$ cat src/rtl/sr_sipo_deframer_pkg.sv
// Shared definitions for the serial deframer and its upstream PISO stage.
package sr_sipo_deframer_pkg;

   typedef enum logic {
      ST_IDLE  = 1'b0,
      ST_SHIFT = 1'b1
   } state_e;

   localparam int unsigned DEFAULT_WIDTH = 4;

   function automatic int unsigned cnt_width(input int unsigned w);
      return $clog2(w + 1);
   endfunction

endpackage

$ cat src/rtl/sipo_hold_reg.sv
// One-entry output buffer with valid/ready handshake and sticky overrun flag.
module sipo_hold_reg
   import sr_sipo_deframer_pkg::*;
#(
   parameter int unsigned WIDTH = DEFAULT_WIDTH
) (
   input  logic             clk,
   input  logic             reset,
   input  logic             load_i,
   input  logic [WIDTH-1:0] data_i,
   input  logic             ready_i,
   input  logic             ovr_clr_i,
   output logic [WIDTH-1:0] data_o,
   output logic             valid_o,
   output logic             ovr_o
);

   logic [WIDTH-1:0] data_q, data_d;
   logic             valid_q, valid_d;
   logic             ovr_q, ovr_d;
   logic             drain, accept, drop;

   always_comb begin
      drain  = valid_q & ready_i;
      accept = load_i & (~valid_q | drain);
      drop   = load_i & ~accept;

      data_d  = data_q;
      valid_d = valid_q;
      if (accept) begin
         data_d  = data_i;
         valid_d = 1'b1;
      end else if (drain) begin
         valid_d = 1'b0;
      end

      // A drop in the same cycle as a clear leaves the flag set.
      ovr_d = ovr_q;
      if (drop) begin
         ovr_d = 1'b1;
      end else if (ovr_clr_i) begin
         ovr_d = 1'b0;
      end
   end

   always_ff @(posedge clk or negedge reset) begin
      if (!reset) begin
         data_q  <= '0;
         valid_q <= 1'b0;
         ovr_q   <= 1'b0;
      end else begin
         data_q  <= data_d;
         valid_q <= valid_d;
         ovr_q   <= ovr_d;
      end
   end

   assign data_o  = data_q;
   assign valid_o = valid_q;
   assign ovr_o   = ovr_q;

endmodule

$ cat src/rtl/sr_sipo_deframer.sv
// Serial-in parallel-out deframer: aligns on frame_start, assembles WIDTH-bit words.
module sr_sipo_deframer
   import sr_sipo_deframer_pkg::*;
#(
   parameter int unsigned WIDTH      = DEFAULT_WIDTH,
   parameter bit          MSB_FIRST  = 1'b1,
   parameter bit          CONTINUOUS = 1'b1
) (
   input  logic                           clk,
   input  logic                           reset,
   input  logic                           serial_in,
   input  logic                           serial_en,
   input  logic                           frame_start,
   output logic [WIDTH-1:0]               data_out,
   output logic                           data_valid,
   input  logic                           data_ready,
   output logic                           overrun,
   input  logic                           overrun_clr,
   output logic                           frame_err,
   output logic [cnt_width(WIDTH)-1:0]    bit_count
);

   localparam int unsigned    CW       = cnt_width(WIDTH);
   localparam logic [CW-1:0]  LAST_CNT = CW'(WIDTH - 1);
   localparam logic [CW-1:0]  ONE_CNT  = CW'(1);

   state_e           state_q, state_d;
   logic [WIDTH-1:0] shreg_q, shreg_d;
   logic [CW-1:0]    cnt_q, cnt_d;
   logic             ferr_q, ferr_d;
   logic             word_done;
   logic [WIDTH-1:0] word;

   function automatic logic [WIDTH-1:0] shift_in(input logic [WIDTH-1:0] cur, input logic b);
      if (MSB_FIRST) return {cur[WIDTH-2:0], b};
      else           return {b, cur[WIDTH-1:1]};
   endfunction

   always_comb begin
      state_d   = state_q;
      shreg_d   = shreg_q;
      cnt_d     = cnt_q;
      ferr_d    = 1'b0;
      word_done = 1'b0;
      word      = shift_in(shreg_q, serial_in);

      case (state_q)
         ST_IDLE: begin
            if (frame_start) begin
               state_d = ST_SHIFT;
               shreg_d = serial_en ? shift_in('0, serial_in) : '0;
               cnt_d   = serial_en ? ONE_CNT : '0;
            end
         end
         ST_SHIFT: begin
            // Completion takes priority over resync; a coincident frame_start
            // keeps us framed so the following bit opens the next word.
            if (serial_en && cnt_q == LAST_CNT) begin
               word_done = 1'b1;
               shreg_d   = '0;
               cnt_d     = '0;
               state_d   = (CONTINUOUS || frame_start) ? ST_SHIFT : ST_IDLE;
            end else if (frame_start) begin
               ferr_d  = (cnt_q != '0);
               shreg_d = serial_en ? shift_in('0, serial_in) : '0;
               cnt_d   = serial_en ? ONE_CNT : '0;
            end else if (serial_en) begin
               shreg_d = word;
               cnt_d   = cnt_q + ONE_CNT;
            end
         end
         default: state_d = ST_IDLE;
      endcase
   end

   always_ff @(posedge clk or negedge reset) begin
      if (!reset) begin
         state_q <= ST_IDLE;
         shreg_q <= '0;
         cnt_q   <= '0;
         ferr_q  <= 1'b0;
      end else begin
         state_q <= state_d;
         shreg_q <= shreg_d;
         cnt_q   <= cnt_d;
         ferr_q  <= ferr_d;
      end
   end

   assign bit_count = cnt_q;
   assign frame_err = ferr_q;

   sipo_hold_reg #(
      .WIDTH (WIDTH)
   ) u_hold (
      .clk       (clk),
      .reset     (reset),
      .load_i    (word_done),
      .data_i    (word),
      .ready_i   (data_ready),
      .ovr_clr_i (overrun_clr),
      .data_o    (data_out),
      .valid_o   (data_valid),
      .ovr_o     (overrun)
   );

endmodule

$ cat config.mk
export PLATFORM = sky130hd
export DESIGN_NAME = sr_sipo_deframer
export DESIGN_NICKNAME = d
export VERILOG_FILES = /design/src/rtl/sr_sipo_deframer_pkg.sv /design/src/rtl/sipo_hold_reg.sv /design/src/rtl/sr_sipo_deframer.sv
export SDC_FILE = /design/constraint.sdc
export NUM_CORES = 1
export LEC_CHECK = 0
export CORE_ASPECT_RATIO = 0.7
export CORE_MARGIN = 3
export CORE_UTILIZATION = 35
export DETAILED_ROUTE_END_ITERATION = 12
export SYNTH_ARGS = -nofsm -noshare
export SYNTH_HDL_FRONTEND = slang
export SYNTH_SLANG_ARGS = --single-unit
$ cat constraint.sdc
create_clock -name clk -period 2.59 [get_ports clk]
set_input_delay 0.518 -clock clk [delete_from_list [all_inputs] [get_ports clk]]
set_output_delay 0.518 -clock clk [all_outputs]
set_load 0.05 [all_outputs]
==> metrics.yaml <==
outcome: "finished clean"
start_kind: "flop"
die_w_um: 57.7
synth_top_family_by_area: "simple AND/OR/NAND/NOR gates"
synth_most_common_cell: "dfrtp_1"
peakVddDrop_uv: 498
synth_commonest_cells: "dfrtp_1 (14), nand2_1 (7), inv_1 (5)"
fmax_mhz: 496
met3_usage: 0.0769
grtUsageMet2: 0.173
start_util: 0.393
grt.overflow.total: 0
place_hpwl_um: 899
cts_sinks: 14
drv_cap: 0
syn_area_per_cell_um2: 11.3
grt_first_pass_wirelength_mm: 2.09
tritoncts: "built"
synth-compound-area-share: 0.0821
ant_nets: 0
crit_chain: "clkdlybuf4s50_1"
maxSlewHeadroom: 0.587
synthSimpleGateAreaFrac: 0.168
finalHoldViolCount: 0
ys_seq_elements: 14
postSynthCellCount: 58
area_growth_pct: 28.8
path_class: "reg -> out"
wire_per_inst_um: 12.5
synth-xor-area-share: 0
rows: 12
fp.coreArea_um2: 1670
p_per_area_nw_per_um2: 706
tightest_slew_ns: 0.618
remaining_drc_errors: 0
crit_family: "buffers and inverters"
worst_hold_slack_ns: 0.509
required_ns: 2.07
clk_pin_slew_ns: 0.07
rsz0062_at_grt: "no"
synth_nets: 68
cts_resized: 0
use_met1: 0.137
synth.area.mux_share: 0.0992
synthAdderAreaFrac: 0.0573
critPathArrivalTime_ns: 1.50
nFillCells: 166
antenna_cells_inserted: 0
routabilityCongestion: 0.716
fin_crit_ns: 2.02
cts_hold_buffers: 0
critPathBufInv: 1
syn-cell-area_um2: 656
critical_path.slowest_cell: "clkdlybuf4s50_1"
fin_nets: 86
synth_area_leaders: "dfrtp_1 (53%), mux2_2 (6.9%), ha_1 (5.7%)"
wl_mm: 1.19
synth_edf_count: 0
synth_top_area_frac: 0.534
drive_above_1_share: 0.122
clkLatencyLatePin_ns: 0.27
antenna_found_initial: 0
finalClockSkew_ns: 0.00455
root_buffer: "clkbuf_4"
ioPinCount: 17
multi_input_area_um2: 267
setup_viol: 0
grt_pass1_vias: 477
yosys.area.top_type: "dfrtp_1"
post_cts_buffers: 0
crit_fanout: 4
hold_class: "reg -> reg"
synth_cell_types: 21
yosysSeqAreaShare: 0.534
max_stage_delay_ns: 0.82
htree_levels: 1
drt_pass1_iterations: 4
top_usage_layer: "met2"
grt_max_degree: 15
numCtsBuffers: 3
slew_viol_final: 0
drt_iter0_markers: 12
finalCritPeriodShare: 0.778
synth-async-reset-ratio: 1.00
end_kind: "output port"
die_y_um: 42.2
dieArea_um2: 2440
io_buffers: 16
design_area_um2: 845
cts_max_path_buffers: 2
placed_area_um2: 822
setup_tns_ns: 0
viasPerCell: 4.96
grt_usage: 0.114
yosys_warnings: 0
p_leak_uw: 0.000379
seqCellArea_um2: 350
synth_ff_type: "dfrtp_1"
vias: 471
metrics by stage:
stage | cells | util | power (uW) | worst slack (ns)
finish | 95 | 0.507 | 596 | 0.574
CTS | 95 | 0.507 | 605 | 0.550
global placement | 92 | 0.493 | 483 | 0.584
floorplan | 58 | - | 409 | 0.784
global route | 95 | 0.507 | 634 | 0.507
detailed placement | 92 | 0.493 | 485 | 0.555
flip-flops by register name, indices dropped and copies added, names as in the netlist:
| register | flops |
|---|---|
| bit_count | 3 |
| frame_err | 1 |
| shreg_q | 3 |
| state_q | 1 |
| u_hold.data_o | 4 |
| u_hold.ovr_o | 1 |
| u_hold.valid_o | 1 |
layout make-up:
| cell class | count | share of cell area |
|---|---|---|
| Clock buffer | 3 | 0.0267 |
| Inverter | 5 | 0.0222 |
| Multi-Input combinational cell | 36 | 0.316 |
| Sequential cell | 14 | 0.415 |
| Tap cell | 21 | 0.0311 |
| Timing Repair Buffer | 16 | 0.190 |
metal layers:
metal  wire [um]  part of all wire  vias to the layer above
li1            -                 -                      231
met1         592              0.50                      226
met2         502              0.42                       14
met3          95             0.080                        0
met4           0                 0                        0
met5           0                 0                        -
placed cells by master (no fill, tap or decap):
| master | synthesis | layout |
|---|---|---|
| clkdlybuf4s50_1 | 0 | 16 |
| dfrtp_1 | 14 | 14 |
| nand2_1 | 7 | 7 |
| inv_1 | 5 | 5 |
| mux2_2 | 4 | 4 |
| a21oi_1 | 4 | 4 |
| nand4_1 | 3 | 3 |
| ha_1 | 3 | 3 |
| clkbuf_4 | 0 | 3 |
| mux2i_1 | 2 | 2 |
| o21ai_0 | 2 | 2 |
| nor2_1 | 2 | 2 |
| or2_1 | 1 | 1 |
| a221oi_1 | 1 | 1 |
| nand3_4 | 1 | 1 |
| nand2b_1 | 1 | 1 |
| nor2b_4 | 1 | 1 |
| nand3b_1 | 1 | 1 |
| o22ai_1 | 1 | 1 |
| nor2b_1 | 1 | 1 |
| a311oi_1 | 1 | 1 |
power breakdown:
part / internal [uW] / switching (uW) / leakage (uW) / total, uW
logic: 79.6 / 136 / 0.000184 / 216
clock network: 53.7 / 62.6 / 0.0000138 / 116
registers: 247 / 17.2 / 0.000181 / 264
final timing paths:
kind	startpoint	endpoint	slack (ns)	cells after the start
max	bit_count[0]$_DFFE_PN0P_	bit_count[0]	0.57	1
min	u_hold.data_o[3]$_DFFE_PN0P_	u_hold.data_o[3]$_DFFE_PN0P_	0.51	1
max reg2reg	bit_count[0]$_DFFE_PN0P_	u_hold.data_o[1]$_DFFE_PN0P_	1.01	5
min reg2reg	u_hold.data_o[3]$_DFFE_PN0P_	u_hold.data_o[3]$_DFFE_PN0P_	0.51	1
max in group asynchronous	reset	u_hold.data_o[3]$_DFFE_PN0P_	1.56	1
min in group asynchronous	reset	u_hold.data_o[2]$_DFFE_PN0P_	0.63	1
kinds of logic after synthesis:
family / Yosys count
DFF: 14
adders and majority gates: 3
muxes: 6
buffers and inverters: 8
and+or+nand+nor: 18
AOI/OAI and AO/OA: 9
(Power assumes the default switching activity.)
